==> src/rtl/func_arb_pkg.sv <==
`default_nettype none
// ============================================================================
// Module   : func_arb_pkg
// Brief    : Shared types and defaults for the function-unit share arbiter.
// Revision : 1.0 - initial release
// ============================================================================
package func_arb_pkg;

    localparam int c_BW_DEFAULT      = 16;
    localparam int c_TIMEOUT_DEFAULT = 1024;

    typedef enum logic [1:0] {
        S_IDLE   = 2'd0,
        S_LAUNCH = 2'd1,
        S_WAIT   = 2'd2,
        S_DONE   = 2'd3
    } state_t;

    // Index width for a requester count; never zero so single-bit ports stay legal.
    function automatic int idx_width(input int n);
        return (n > 1) ? $clog2(n) : 1;
    endfunction

endpackage
`default_nettype wire

==> src/rtl/rr_pick.sv <==
`default_nettype none
// ============================================================================
// Module   : rr_pick
// Brief    : Combinational round-robin picker: first pending bit after last.
// Revision : 1.0 - initial release
// ============================================================================
module rr_pick
    import func_arb_pkg::*;
#(
    parameter int NREQ = 4,
    parameter int IW   = idx_width(NREQ)
) (
    input  logic [NREQ-1:0] i_pending,
    input  logic [IW-1:0]   i_last,
    output logic [NREQ-1:0] o_grant,
    output logic [IW-1:0]   o_idx
);

    always_comb begin
        logic          w_found;
        logic [IW-1:0] w_j;
        o_grant = '0;
        o_idx   = '0;
        w_found = 1'b0;
        w_j     = '0;
        // Searching last+1 .. last+NREQ visits last itself at the very end.
        for (int k = 1; k <= NREQ; k++) begin
            w_j = IW'((int'(i_last) + k) % NREQ);
            if (!w_found && i_pending[w_j]) begin
                w_found    = 1'b1;
                o_grant[w_j] = 1'b1;
                o_idx      = w_j;
            end
        end
    end

endmodule
`default_nettype wire

==> src/rtl/func_share_arbiter.sv <==
`default_nettype none
// ============================================================================
// Module   : func_share_arbiter
// Brief    : Queues ST requests from NREQ callers and serves them round-robin
//            on one shared start/ready function unit.
//            Optional watchdog: define FUNC_ARB_TIMEOUT_EN.
// Revision : 1.0 - initial release
// ============================================================================
module func_share_arbiter
    import func_arb_pkg::*;
#(
    parameter int BW      = c_BW_DEFAULT,
    parameter int NREQ    = 4,
    parameter int TIMEOUT = c_TIMEOUT_DEFAULT
) (
    input  logic            CLK,
    input  logic            RST,
    input  logic [NREQ-1:0] REQ_ST,
    input  logic [NREQ*BW-1:0] REQ_IN0,
    input  logic [NREQ*BW-1:0] REQ_IN1,
    input  logic [NREQ*BW-1:0] REQ_IN2,
    output logic [NREQ-1:0] REQ_RD,
    output logic [BW-1:0]   RES,
    output logic            ERR,
    output logic            BUSY,
    output logic            U_RST,
    output logic            U_ST,
    output logic [BW-1:0]   U_IN0,
    output logic [BW-1:0]   U_IN1,
    output logic [BW-1:0]   U_IN2,
    input  logic            U_RD,
    input  logic [BW-1:0]   U_RES
);

    localparam int c_IW = idx_width(NREQ);

    state_t            r_state;
    state_t            w_state_nxt;
    logic [NREQ-1:0]   r_pending;
    logic [BW-1:0]     r_opnd0 [NREQ];
    logic [BW-1:0]     r_opnd1 [NREQ];
    logic [BW-1:0]     r_opnd2 [NREQ];
    logic [c_IW-1:0]   r_last;
    logic [NREQ-1:0]   r_gnt_oh;
    logic [BW-1:0]     r_uin0;
    logic [BW-1:0]     r_uin1;
    logic [BW-1:0]     r_uin2;
    logic [BW-1:0]     r_res;

    logic [NREQ-1:0]   w_new;
    logic [NREQ-1:0]   w_clr;
    logic [NREQ-1:0]   w_gnt_oh;
    logic [c_IW-1:0]   w_gnt_idx;
    logic              w_go;
    logic              w_done_ok;
    logic              w_done_to;
    logic              w_expire;

    rr_pick #(
        .NREQ (NREQ),
        .IW   (c_IW)
    ) u_rr_pick (
        .i_pending (r_pending),
        .i_last    (r_last),
        .o_grant   (w_gnt_oh),
        .o_idx     (w_gnt_idx)
    );

    // A pulse from a requester that is already pending is dropped entirely.
    assign w_new = REQ_ST & ~r_pending;
    assign w_clr = w_go ? w_gnt_oh : '0;

    always_ff @(posedge CLK) begin
        if (RST) begin
            r_pending <= '0;
        end else begin
            r_pending <= (r_pending & ~w_clr) | w_new;
        end
    end

    generate
        for (genvar i = 0; i < NREQ; i++) begin : g_opnd
            always_ff @(posedge CLK) begin
                if (RST) begin
                    r_opnd0[i] <= '0;
                    r_opnd1[i] <= '0;
                    r_opnd2[i] <= '0;
                end else if (w_new[i]) begin
                    r_opnd0[i] <= REQ_IN0[i*BW +: BW];
                    r_opnd1[i] <= REQ_IN1[i*BW +: BW];
                    r_opnd2[i] <= REQ_IN2[i*BW +: BW];
                end
            end
        end
    endgenerate

    always_ff @(posedge CLK) begin
        if (RST) begin
            r_state <= S_IDLE;
        end else begin
            r_state <= w_state_nxt;
        end
    end

    always_comb begin
        w_state_nxt = r_state;
        w_go        = 1'b0;
        w_done_ok   = 1'b0;
        w_done_to   = 1'b0;
        case (r_state)
            S_IDLE: begin
                if (|r_pending) begin
                    w_go        = 1'b1;
                    w_state_nxt = S_LAUNCH;
                end
            end
            S_LAUNCH: w_state_nxt = S_WAIT;
            S_WAIT: begin
                // A done pulse coinciding with watchdog expiry counts as success.
                if (U_RD) begin
                    w_done_ok   = 1'b1;
                    w_state_nxt = S_DONE;
                end else if (w_expire) begin
                    w_done_to   = 1'b1;
                    w_state_nxt = S_DONE;
                end
            end
            S_DONE:  w_state_nxt = S_IDLE;
            default: w_state_nxt = S_IDLE;
        endcase
    end

    always_ff @(posedge CLK) begin
        if (RST) begin
            r_last   <= c_IW'(NREQ - 1);
            r_gnt_oh <= '0;
            r_uin0   <= '0;
            r_uin1   <= '0;
            r_uin2   <= '0;
            r_res    <= '0;
        end else begin
            if (w_go) begin
                r_last   <= w_gnt_idx;
                r_gnt_oh <= w_gnt_oh;
                r_uin0   <= r_opnd0[w_gnt_idx];
                r_uin1   <= r_opnd1[w_gnt_idx];
                r_uin2   <= r_opnd2[w_gnt_idx];
            end
            if (w_done_ok) begin
                r_res <= U_RES;
            end else if (w_done_to) begin
                r_res <= '0;
            end
        end
    end

`ifdef FUNC_ARB_TIMEOUT_EN
    localparam int c_WW = $clog2(TIMEOUT + 1);

    logic [c_WW-1:0] r_wdog;
    logic            r_err;

    always_ff @(posedge CLK) begin
        if (RST || (r_state != S_WAIT)) begin
            r_wdog <= '0;
        end else begin
            r_wdog <= r_wdog + 1'b1;
        end
    end

    assign w_expire = (r_state == S_WAIT) && (r_wdog == c_WW'(TIMEOUT - 1));

    always_ff @(posedge CLK) begin
        if (RST) begin
            r_err <= 1'b0;
        end else if (w_done_ok || w_go) begin
            r_err <= 1'b0;
        end else if (w_done_to) begin
            r_err <= 1'b1;
        end
    end

    assign ERR   = (r_state == S_DONE) && r_err;
    // Flushing the unit on a timed-out completion keeps a late U_RD from landing on the next grant.
    assign U_RST = RST || ERR;
`else
    assign w_expire = 1'b0;
    assign ERR      = 1'b0;
    assign U_RST    = RST;
`endif

    assign REQ_RD = (r_state == S_DONE) ? r_gnt_oh : '0;
    assign RES    = r_res;
    assign BUSY   = (r_state != S_IDLE);
    assign U_ST   = (r_state == S_LAUNCH);
    assign U_IN0  = r_uin0;
    assign U_IN1  = r_uin1;
    assign U_IN2  = r_uin2;

endmodule
`default_nettype wire
==> config.mk <==
export PLATFORM = sky130hd
export DESIGN_NAME = func_share_arbiter
export DESIGN_NICKNAME = d
export VERILOG_FILES = /design/src/rtl/func_arb_pkg.sv /design/src/rtl/rr_pick.sv /design/src/rtl/func_share_arbiter.sv
export SDC_FILE = /design/constraint.sdc
export NUM_CORES = 1
export LEC_CHECK = 0
export CORE_MARGIN = 2
export CORE_UTILIZATION = 49
export DETAILED_ROUTE_END_ITERATION = 10
export PLACE_DENSITY = 0.86
export SYNTH_ARGS = -nofsm -noshare
export SYNTH_HDL_FRONTEND = slang
export SYNTH_HIERARCHICAL = 1
export SYNTH_SLANG_ARGS = --single-unit
export TNS_END_PERCENT = 50
==> constraint.sdc <==
create_clock -name CLK -period 4.1 [get_ports CLK]
set_input_delay 0.41 -clock CLK [delete_from_list [all_inputs] [get_ports CLK]]
set_output_delay 0.41 -clock CLK [all_outputs]
set_load 0.02 [all_outputs]
# Yosys cells after proc, flatten, opt, wreduce, memory -nomap -nowiden
# Memories as Yosys holds them, arrays and structs flattened. A register that Yosys moved wholly into a read port is not among the register bits.
# Cells that the tools add are included.
word_totals:
  elab_cells: 122
  mem_bits_rw: 192
  output_inout_bits: 72
  n_memories: 3
  register_bits: 28
  input_bits: 215
memory_table:
  columns: ["memory", "words", "width", "read_ports", "rd_ports_with_merged_regs", "wr", "line_no", "text"]
  rows:
  - ["r_opnd0", 4, 16, 1, 1, 4, "func_share_arbiter.sv:40", "logic [BW-1:0] r_opnd0 [NREQ];"]
  - ["r_opnd1", 4, 16, 1, 1, 4, "func_share_arbiter.sv:41", "logic [BW-1:0] r_opnd1 [NREQ];"]
  - ["r_opnd2", 4, 16, 1, 1, 4, "func_share_arbiter.sv:42", "logic [BW-1:0] r_opnd2 [NREQ];"]
classes:
  n_eq_ne: 5
  n_mux: 63
  add_sub_neg: 4
  order_cmp: 8
  n_reduce_logical: 14
  n_bitwise: 20
ops:
  columns: ["operator", "count"]
  rows:
  - ["2-to-1 mux 16 bit", 13]
  - ["2-to-1 mux 1 bit", 29]
  - ["2-to-1 mux 4 bit", 6]
  - ["bitwise OR 4 bit", 4]
  - ["< comparator 2 x 3 -> 1 bit, second input constant", 4]
  - ["2-to-1 mux 2 bit", 6]
  - ["bitwise OR 1 bit", 12]
  - ["bitwise AND 4 bit", 2]
  - ["binary-select mux 1 bit (select 2 bit)", 4]
  - ["demux 1 bit (select 2 bit)", 4]
  - ["greater-or-equal comparator 2 x 1 -> 1 bit, second input constant", 4]
  - ["inverter 4 bit", 2]
  - ["case mux 2 bit (4 select lines)", 1]
  - ["logical AND 1 bit", 7]
  - ["adder 2 x 1 -> 2 bit, second input constant", 2]
  - ["adder 2 bit, second input constant", 2]
  - ["equality test 2 bit, second input constant", 2]
  - ["!= test 2 bit, second input constant", 2]
  - ["OR reduction 4 bit", 1]
  - ["zero test 1 bit", 3]
  - ["equality test 2 x 1 -> 1 bit, second input constant", 1]
  - ["zero test 2 bit", 1]
  - ["AND reduction 2 bit", 1]
  - ["nonzero test 2 bit", 1]

# Longest topological paths before layout
logic_depth:
  ltp_word: 17
  ltp_mapped: 13
  depth_no_buf: 9

# Modules after synthesis
# The synthesis kept the hierarchy.
modules_own_cells:
  columns: ["module", "area_each_um2", "instances", "cells_per_inst", "seq_area_each_um2"]
  rows:
  - ["func_share_arbiter", 10835.4, 1, 715, 7287.0]
  - ["rr_pick", 545.5, 1, 68, 0.0]

# Worst setup path before layout
# No wires, ideal clock.
synth_path:
  path_kind: "reg-to-reg"
  start: "register r_last[0]"
  end: "register r_uin1[10] (netlist: U_IN1[10]) (read register of r_opnd1)"
  setup_ps: 117
  slack_ps: 956
  synth_period_minus_slack_ps: 3144
  arrival_time_ps: 3027
  path_stages_with_launch: 14
  cell_sequence: "dfxtp_1 buf_4 inv_1 ha_1 buf_4 nor2b_1 a22oi_1 o211ai_1 a21oi_1 clkbuf_1 buf_4 buf_2 mux4_2 a22o_1"
synth_via:
  elab_chain_cells: 13
  elab_cells_between_ends: 25
  classes_between: "4 x add/sub; 15 x mux; 6 x reduce/logical"
synth_lines:
  columns: ["item", "line_no", "text"]
  rows:
  - ["start: declaration", "func_share_arbiter.sv:43", "logic [c_IW-1:0] r_last;"]
  - ["start signal: assignment", "func_share_arbiter.sv:135", "r_last <= c_IW'(NREQ - 1);"]
  - ["start signal: assignment", "func_share_arbiter.sv:143", "r_last <= w_gnt_idx;"]
  - ["adder 2 x 1 -> 2 bit", "rr_pick.sv:28", "w_j = IW'((int'(i_last) + k) % NREQ);"]
  - ["binary-select mux 1 bit (select 2 bit)", "rr_pick.sv:29", "if (!w_found && i_pending[w_j]) begin"]
  - ["2-to-1 mux 1 bit (not written as such)", "rr_pick.sv:29", null]
  - ["2-to-1 mux 1 bit", "rr_pick.sv:29", null]
  - ["zero test 1 bit", "rr_pick.sv:29", null]
  - ["logical AND 1 bit", "rr_pick.sv:29", null]
  - ["2-to-1 mux 1 bit", "rr_pick.sv:29", null]
  - ["zero test 1 bit", "rr_pick.sv:29", null]
  - ["logical AND 1 bit", "rr_pick.sv:29", null]
  - ["2-to-1 mux 1 bit", "rr_pick.sv:29", null]
  - ["zero test 1 bit", "rr_pick.sv:29", null]
  - ["logical AND 1 bit", "rr_pick.sv:29", null]
  - ["2-to-1 mux 2 bit (*)", "rr_pick.sv:29", null]
  - ["via w_gnt_idx[0]", "func_share_arbiter.sv:53", "logic [c_IW-1:0] w_gnt_idx;"]
  - ["end: declaration", "func_share_arbiter.sv:46", "logic [BW-1:0] r_uin1;"]
# Mark *: on every way through the listed nets, which the timed path passes. The rest lies on a longest branch. The select of a mux whose other input is x is not followed.
# A chain may end at the register's enable or synchronous reset.

# Worst setup path after layout
layout_path:
  start: "register r_last[0]"
  end: "register r_uin1[14] (netlist: U_IN1[14]) (read register of r_opnd1)"
# Same word-level chain as after synthesis.

==> implementation parameters <==
Parameter                              Value

STA
  Final setup violation count    0
  Unrepaired setup endpoints after global routing    no
  Final slew viol count    0
  Slew @ Worst Pin    1.16 ns
  Final Critical Period    3.56 ns
  Minimum setup slack in the final design    0.542 ns
  Final sum of negative setup slack    0 ns
  Clock skew    0.0250 ns
  Share of the cycle needed by the critical path after routing    0.868
  Highest attainable clock frequency    281 MHz
  Final hold violation count    0
  Headroom to the max-slew limit    0.227

Routing
  Remaining antenna violation count    0
  Length of the first detailed-routing pass in iterations    5
  Met3 wire len    2.22 mm
  Wirelength, routed    30.0 mm
  Via density per instance    5.52
  Wire length per cell after detailed routing    22.1 um
  Uppermost routed layer    met5
  Detailed-route DRC error count    0
  Vias    7510
  Met2 routed WL    15.1 mm
  Count of routing violations after the opening detailed-route iteration    484
  Met1 routed wirelength after detailed routing    11.6 mm

Synthesis
  Most used flip-flop cell after synthesis    edfxtp_1
  Proportion of synthesized chip area in sequential cells    0.640
  Number of instances in the synthesized netlist    783
  Post-synthesis cell area    0.0114 mm2
  Area share of the largest cell type after synthesis    0.507
  Leading post-synthesis cells by cell area    edfxtp_1, dfxtp_1, and2_1, mux4_2, a22o_1
  Yosys top cell by area    edfxtp_1
  Average cell area after synthesis    14.5 um2
  Post-synthesis sequential element count    268
  Post-synth cell types    42
  Number of flops mapped to enable cells by yosys    192
  Syn_nets    1010
  Number of warning messages in the yosys log    6
  Post-synth ARST share    0

Min path
  Kind of path behind the tightest hold check    in2reg
  Worst hold path stage count    3

Setup path
  Worst reg-to-reg path cell count    9
  Worst path buffer plus inverter count    2
  Gate family responsible for the most delay along the worst path    compound AO/OA/AOI/OAI gates
  Sort of element at the end of the critical path    register
  Number of cells on the critical path    9
  Slowest cell on crit path    dfxtp_1
  Cell breakdown of the critical path    inv_1 > ha_1 > nor2b_1 > a22oi_1 > o211ai_1 > a21oi_4 > buf_12 > mux4_2 > a22o_1
  Critical Path AT    3.97 ns
  CP Class    reg2reg
  Startpoint kind of the worst setup timing path    register
  Critical-path maximum fanout    49
  WP data required    4.51 ns
  Internal reg-to-reg setup slack    0.54 ns
  Critical Path Max Stage Delay    0.76 ns

Power and ir drop
  Power per unit of standard cell area    584 mW/mm2
  Leak    5.73 nW
  Max IR drop VDD    0.455 mV
  Proportion of total power due to net switching    0.303
  Net Switching    2.72 mW
  Internal portion of total power    6.26 mW
  Clk pwr share    0.276
  Part of the power in combinational logic    0.320
  Sequential cell fraction of total power    0.405

GRT
  Maximum number of pins on one net before global-route repair    50
  Wire length of the first global-routing pass    44.8 mm
  Final global-route overflow total    0
  Via count of the first global-routing pass    7988
  Gr usage total    0.243
  Antenna violations before repair    2

Placed design
  HPWL after detailed placement    19.3 mm
  Count of buffers inserted at the top-level ports    285
  Worst slack after detailed placement    0.553 ns
  Routability congestion estimate    0.837

Clock tree
  TritonCTS clock tree    built
  Clock latency on the worst-skew pair    0.54 ns
  Clock root buffer    clkbuf_16
  Clock-pin slew on the worst setup and hold paths    0.06 ns
  Cts repair resizes    0
  Hold-fix buffers, CTS    0
  Maximum level of the CTS H-tree    1
  Max clock buf depth    3
  Clk sinks    268
  Clock buffers created by TritonCTS    27
  Number of setup buffers added after CTS    0

Die
  Floorplan die area    0.0245 mm2
  Y dimension of the die    156 um
  Width of the die    156 um
  Top-level port count    287
  Initial Utilization    0.501
  Core box area    0.0227 mm2
  Std-Cell Rows    55

Final layout
  Area growth from synthesis to layout    35.1%
  Final net count    1280
  Fraction of final layout cells sized beyond drive strength 1    0.117

Run
  Number of max-cap violations    0

Outcome
  Status    completed
==> kinds of logic (layout without fill, tap and decap cells) <==
logic type	after synthesis	in the layout	synth area share
AO/OA/AOI/OAI	96	96	0.0678
AND/OR/NAND/NOR	285	285	0.144
multiplexers	57	57	0.105
flip-flops	268	268	0.640
buffers and inverters	64	355	0.0292
other	1	2	0.000329
adder cells (fa/ha/maj)	12	12	0.0132
==> cell type report <==
class	count	area, um2
tap	285	357
inverter	7	26.3
sequential	268	7290
multi-input combinational	451	3830
timing repair buffer	298	3000
antenna	1	2.50
clock buffer	38	737
clock inverter	12	146
fill	1569	7330
==> worst paths after layout <==
| path | from | end |
|---|---|---|
| min | U_RES[9] | RES[9]$_SDFFE_PP0P_ |
| min reg2reg | RES[7]$_SDFFE_PP0P_ | RES[7]$_SDFFE_PP0P_ |
| max | r_last[0]$_SDFFE_PP1P_ | U_IN1[14]$_SDFFE_PP0P_ |
| max reg2reg | r_last[0]$_SDFFE_PP1P_ | U_IN1[14]$_SDFFE_PP0P_ |
==> flip-flops by register name (all words and copies together), names as in the netlist <==
| register | cells |
|---|---|
| r_opnd0 | 64 |
| r_opnd1 | 64 |
| r_opnd2 | 64 |
| RES | 16 |
| U_IN0 | 16 |
| U_IN1 | 16 |
| U_IN2 | 16 |
| r_gnt_oh | 4 |
| r_pending | 4 |
| r_last | 2 |
| r_state | 2 |
==> Yosys cell counts (all sizes together), types with 3 or more instances <==
library cell and n:
a21oi 22, a221o 4, a221oi 3, a22o 48, a22oi 3, and2 197
buf 23, clkbuf 34, dfxtp 76, edfxtp 192, ha 12, inv 7
mux2i 6, mux4 50, nand2 52, nand2b 10, nor2 12, nor2b 4
o21ai 6
==> per-layer routing <==
layer,GRT usage,vias to the layer above
li1,-,3404
met1,0.299,3734
met2,0.420,299
met3,0.0593,71
met4,0.0865,2
met5,0,-
==> per-stage QoR <==
stage	total power, mW	hold slack, ns	util	std cells	instance area [um2]
3_5_place_dp	6.56	0.446	0.638	1309	14500
6_report	8.98	0.431	0.677	1360	15400
4_1_cts	9.03	0.416	0.677	1359	15400
2_1_floorplan	5.49	0.455	-	783	11400
3_3_place_gp	6.47	0.441	0.638	1309	14500
5_1_grt	9.34	0.438	0.677	1360	15400
==> power by group through the flow <==
stage,Clock (mW),Combinational [mW],Sequential (mW)
final,2.48,2.87,3.63
after global routing,2.59,3.07,3.68
after CTS,2.51,2.90,3.63
after detailed placement,0,2.89,3.68
after global placement,0,2.82,3.66
after floorplan,0,1.68,3.81
==> cells in the final DEF, fill, tap and decap left out, types with 2 or more instances in the layout <==
cell type        synthesis  final
a211o_1                  2      2
a21oi_1                 21     20
a21oi_4                  0      2
a221o_2                  4      4
a221oi_1                 2      2
a22o_1                  48     48
a22oi_1                  3      3
and2_1                 197    197
and3_1                   2      2
buf_12                   0      4
buf_4                    6      9
bufinv_16                0      3
clkbuf_1                34      9
clkbuf_16                0     27
clkbuf_8                 0      2
clkdlybuf4s50_1          0    284
clkinv_2                 0      4
clkinvlp_4               0      2
dfxtp_1                 76     76
edfxtp_1               192    192
ha_1                    12     12
inv_1                    7      7
inv_6                    0      2
mux2i_1                  6      6
mux4_2                  50     50
nand2_1                 52     52
nand2b_1                10      6
nand2b_2                 0      4
nor2_1                  11      7
nor2_4                   0      5
nor2b_1                  4      4
o211ai_1                 2      2
o21ai_0                  6      6
o22ai_1                  2      2
==> worst reg2reg max path, cell delays in order, from the launching register on <==
cell	delay, ns
dfxtp_1	0.76
inv_1	0.24
ha_1	0.54
nor2b_1	0.13
a22oi_1	0.21
o211ai_1	0.15
a21oi_4	0.21
buf_12	0.39
mux4_2	0.59
a22o_1	0.24
(Power assumes the default switching activity.)
==> edit 1, RTL diff (config.mk and constraints unchanged) <==
`c_BW_DEFAULT`: 16 -> 14.
--- a/src/rtl/func_arb_pkg.sv
+++ b/src/rtl/func_arb_pkg.sv
@@ -6,7 +6,7 @@
 // ============================================================================
 package func_arb_pkg;
 
-    localparam int c_BW_DEFAULT      = 16;
+    localparam int c_BW_DEFAULT      = 14;
     localparam int c_TIMEOUT_DEFAULT = 1024;
 
     typedef enum logic [1:0] {
Interface: changed (8 resized); port bits go from 287 to 253. No check against the original RTL was run, so the function may have changed too.
==> edit 1 against the unedited design <==
  * Area after synthesis shrank 10%
  * Combinational power shrank 9.8%
  * Design area shrank 11%
  * Worst hold slack gained 19 ps
  * Sequential cell count shrank 32
  * Core utilization shrank 0.39 points
  * Die area shrank 10%
  * Setup slack gained 27 ps
  * Final cell count shrank 9.5%
  * Fmax grew 0.77%
  * Routed wire length shrank 16%
  * Total power shrank 12%
  * Clock power shrank 16%
  * Critical path type unchanged
  * Critical endpoint is now U_IN0[0]$_SDFFE_PP0P_
  * Largest cell class unchanged
  * Largest power group unchanged
==> edit 1: results (changes against the unedited design) <==
- Antenna violations before repair: 0 (-2)
- Crit path DAT: 3930 ps (-40 ps)
- Post-synth top cells: and2_1, edfxtp_1, dfxtp_1
- Layout Skew: 8.31 ps (-16.7 ps)
- Post-synth EDFFs: 168 (-13%)
- Peak supply drop: 347 uV (-24%)
- Fraction of layout cells with a size suffix above 1: 16.0% (+4.3 points)
- CTS buffer count: 24 (-11%)
- Root Driver: clkbuf_16
- Status: finished, final reports clean
- Via density: 5.40 (-2.2%)
- GPL Wtd Cong: 0.758 (-9.4%)
- Biggest regs: r_opnd0: 56 flops, r_opnd1: 56 flops, r_opnd2: 56 flops
- Clock Latency Late Sink: 510 ps (-30 ps)
- Post-DP HPWL: 16500 um (-14%)
- Filler instances: 1412 (-10%)
- Crit Path Max Fanout: 22 (-55%)
- CTS resizes: 0 (unchanged)
- Synth cell types: 45 (+7.1%)
- Total GRT Usage: 23.3% (-1.1 points)
- Slowest cell delay on critical path: 730 ps (-30 ps)
- Mean Syn Cell Area: 14.5 um2 (about the same)
- First-pass GRT wire length: 39300 um (-12%)
- Hold path start: U_RES[7]
- Largest net degree at the start of global routing: 43 (-14%)
- Vias in the first global route: 7156 (-10%)
- Mean routed wirelength per cell: 20.5 um (-7.1%)
- CTS clk-pin slew, worst paths: 60 ps (about the same)
- Port bufs: 251 (-12%)
- Syn nets: 902 (-11%)
- CP max-delay cell: dfxtp_1
- Hold crit path type: in2reg
- Seq/Total Area, Yosys: 62.9% (-1.1 points)
- Yosys Warn Count: 6 (unchanged)
- P_leak: 5.10 nW (-11%)
- # diodes: 0 (-1)
- Final std cells w/o fill: 1231 (-9.5%)
- Least-Margin Pin Slew: 1070 ps (-91.7 ps)
- Starting DRT DRC Count: 485 (+0.21%)
-- edit 1: layer usage --
metal / GRT usage, % / vias up / part of all wire (%)
met1: 29.5 / 3248 / 39
met3: 3.96 / 63 / 6.7
met2: 40.2 / 293 / 51
met4: 8.81 / 0 / 3.2
li1: - / 3043 / -
met5: 0 / - / 0
-- edit 1: worst paths after layout --
path	end	slack, ps	cells past startpoint
hold / removal	RES[7]$_SDFFE_PP0P_	450	3
setup / recovery	U_IN0[0]$_SDFFE_PP0P_	570	9
hold reg to reg	RES[9]$_SDFFE_PP0P_	450	2
setup reg to reg	U_IN0[0]$_SDFFE_PP0P_	570	9
-- edit 1: report_power, final --
group,switching [mW],internal (mW),total (mW)
sequential,0.240,2.97,3.21
clock,0.867,1.22,2.08
combinational,1.27,1.31,2.59
-- edit 1: kinds of logic after synthesis --
family | count (synthesis) | share of synthesized area [%]
other | 1 | 0.0368
AO/OA/AOI/OAI | 88 | 7.52
adder cells (fa/ha/maj) | 12 | 1.47
buffers and inverters | 56 | 3.16
flip-flops | 236 | 62.9
AND/OR/NAND/NOR | 257 | 14.5
multiplexers | 51 | 10.4
-- edit 1: stage by stage --
stage,cell area [um2],power (mW),setup slack [ps]
2_1_floorplan,10200,4.94,1090
4_1_cts,13700,7.94,552
6_report,13700,7.88,569
3_3_place_gp,12900,5.76,702
5_1_grt,13700,8.23,279
3_5_place_dp,12900,5.84,561
-- edit 1: area by class of cell --
type | instances | share of cell area, %
inverters | 7 | 0.192
clock buffers | 35 | 5.00
repair buffers | 265 | 19.2
multi-input cells | 409 | 25.7
clock inverters | 9 | 0.522
flip-flops and latches | 236 | 46.9
well taps | 270 | 2.47
-- edit 1: tightest hold or removal path: stages --
cell             delay (ps)
clkdlybuf4s50_1         390
nand2_1                  50
a21oi_1                  50
==> edit 2, RTL diff (same settings) <==
Made on the original files. The 4 states of `state_t` get a Gray code encoding in 2 bits.
--- a/src/rtl/func_arb_pkg.sv
+++ b/src/rtl/func_arb_pkg.sv
@@ -10,10 +10,10 @@
     localparam int c_TIMEOUT_DEFAULT = 1024;
 
     typedef enum logic [1:0] {
-        S_IDLE   = 2'd0,
-        S_LAUNCH = 2'd1,
-        S_WAIT   = 2'd2,
-        S_DONE   = 2'd3
+        S_IDLE   = 2'b00,
+        S_LAUNCH = 2'b01,
+        S_WAIT   = 2'b11,
+        S_DONE   = 2'b10
     } state_t;
 
     // Index width for a requester count; never zero so single-bit ports stay legal.
Behaviour: same outputs for any inputs over 4 cycles, from zero or initial values and one cycle with RST high; so few cycles prove little.
==> edit 2 against the unedited design <==
  * Setup slack got worse by 71 ps
  * Area after synthesis is 2.9% higher
  * Design area rose by 1.9%
  * Sequential cell count unchanged
  * Synthesized cell count grew 13%
  * Total power down 11%
  * Routed wire length grew 10%
  * Critical endpoint is now U_IN1[3]$_SDFFE_PP0P_
  * Largest cell class unchanged
  * Largest power group unchanged
==> edit 2: results (changes against the unedited design) <==
- CTS resizes: 0 (unchanged)
- First-pass GRT wire length: 48800 um (+8.8%)
- # diodes: 0 (-1)
- Pins Over Slew Limit: 0 (unchanged)
- Reg2reg setup slack: 470 ps (-70 ps)
- Final wirelength: 33000 um (+10%)
- Synth top area cells: edfxtp_1, dfxtp_1, and2_1, mux4_2, a21oi_1
- Syn nets: 1108 (+9.7%)
- Layout Skew: 33.8 ps (+8.75 ps)
- Peak supply drop: 444 uV (-2.4%)
- Mean Syn Cell Area: 13.2 um2 (-8.9%)
- CTS buffer count: 28 (+3.7%)
- Port bufs: 285 (unchanged)
- Post-synth EDFFs: 192 (unchanged)
- Seq/Total Area, Yosys: 62.2% (-1.8 points)
- Setup TNS Final: 0 ps (unchanged)
- Async S/R FF share, synth: 0% (unchanged)
- Total GRT Usage: 26.2% (+1.9 points)
- Vias in the first global route: 8646 (+8.2%)
- Least-Margin Pin Slew: 1280 ps (+125 ps)
- Biggest regs: r_opnd0: 64 flops, r_opnd1: 64 flops, r_opnd2: 64 flops
- Clk buf depth: 3 (unchanged)
- Crit path DAT: 4030 ps (+60 ps)
- Final nets: 1370 (+7.0%)
- Top FF cell, synth: edfxtp_1
- GPL Wtd Cong: 0.819 (-2.1%)
- Starting DRT DRC Count: 681 (+41%)
- Yosys Warn Count: 6 (unchanged)
- CTS clk-pin slew, worst paths: 60 ps (about the same)
- Largest net degree at the start of global routing: 56 (+12%)
- Fraction of layout cells with a size suffix above 1: 11.8% (+0.073 points)
- Mean routed wirelength per cell: 22.2 um (+0.55%)
- Via density: 5.58 (+0.96%)
- P_leak: 5.64 nW (-1.6%)
- Synth cell types: 47 (+12%)
- Root Driver: clkbuf_16
- Antenna violations before repair: 1 (-1)
- Hold crit path type: in2reg
- Clock Latency Late Sink: 570 ps (+30 ps)
- Crit Path Max Fanout: 20 (-59%)
- Filler instances: 1633 (+4.1%)
- Placed cell area: 0.0148 mm2 (+1.8%)
- Setup Buffers After CTS: 0 (unchanged)
- CTS H-tree lvls: 1 (unchanged)
- Total iterations of the first detailed-routing run: 5 (unchanged)
- Placed instance count: 1436 (+9.7%)
- Status: finished, final reports clean
- Post-synth top cells: and2_1, edfxtp_1, dfxtp_1
- Post-DP HPWL: 20700 um (+7.4%)
## edit 2: where the power goes
group / switching, mW / internal, mW
Combinational: 1.08 / 1.02
Clock: 1.06 / 1.44
Sequential: 0.169 / 3.26
## edit 2: path summary, 6_finish.rpt
check	from	end	cells past startpoint
worst max-delay path	r_last[0]$_SDFFE_PP1P_	U_IN1[3]$_SDFFE_PP0P_	10
worst min-delay path	RST	r_state[1]$_SDFFE_PP0P_	2
worst max register to register	r_last[0]$_SDFFE_PP1P_	U_IN1[3]$_SDFFE_PP0P_	10
worst min register to register	RES[15]$_SDFFE_PP0P_	RES[15]$_SDFFE_PP0P_	2
## edit 2: cells by family after synthesis
logic type      after synthesis  synth area share [%]
compound gates              150                  7.18
buf+inv                      76                  3.74
simple gates                330                  16.2
flops                       268                  62.2
fa+ha+maj                     8                 0.855
mux                          52                  9.79
other cells                   1                0.0320
## edit 2: metrics by stage
step / hold slack, ps / util, % / setup slack, ps / power [mW]
final: 336 / 66.8 / 471 / 8.02
after global routing: 348 / 66.8 / 136 / 8.34
after CTS: 327 / 66.8 / 500 / 8.07
after detailed placement: 448 / 62.9 / 537 / 5.59
after global placement: 441 / 62.9 / 725 / 5.51
after floorplan: 449 / - / 1230 / 4.83
## edit 2: final cells by class
type | count | area [um2] | area share, %
clock inverter | 16 | 155 | 0.990
sequential | 268 | 7290 | 46.5
inverter | 5 | 18.8 | 0.120
multi-input combinational | 541 | 4050 | 25.8
tap | 319 | 399 | 2.55
clock buffer | 36 | 761 | 4.85
timing repair buffer | 303 | 3010 | 19.2
## edit 2: critical path, stage by stage, from the launching register on
cell and delay [ps]:
dfxtp_1 750, inv_1 250, ha_1 550, nor2b_1 140, a22oi_1 200, o211ai_1 170
a21oi_4 230, buf_4 400, mux4_2 570, nand3_1 120, a21oi_1 90
## edit 2: routing by layer
| layer | routed length (um) | GRT usage [%] | vias up |
|---|---|---|---|
| li1 | - | - | 3729 |
| met1 | 12800 | 32.8 | 4081 |
| met2 | 16600 | 45.5 | 424 |
| met3 | 2670 | 5.33 | 62 |
| met4 | 923 | 8.71 | 0 |
| met5 | 0 | 0 | - |
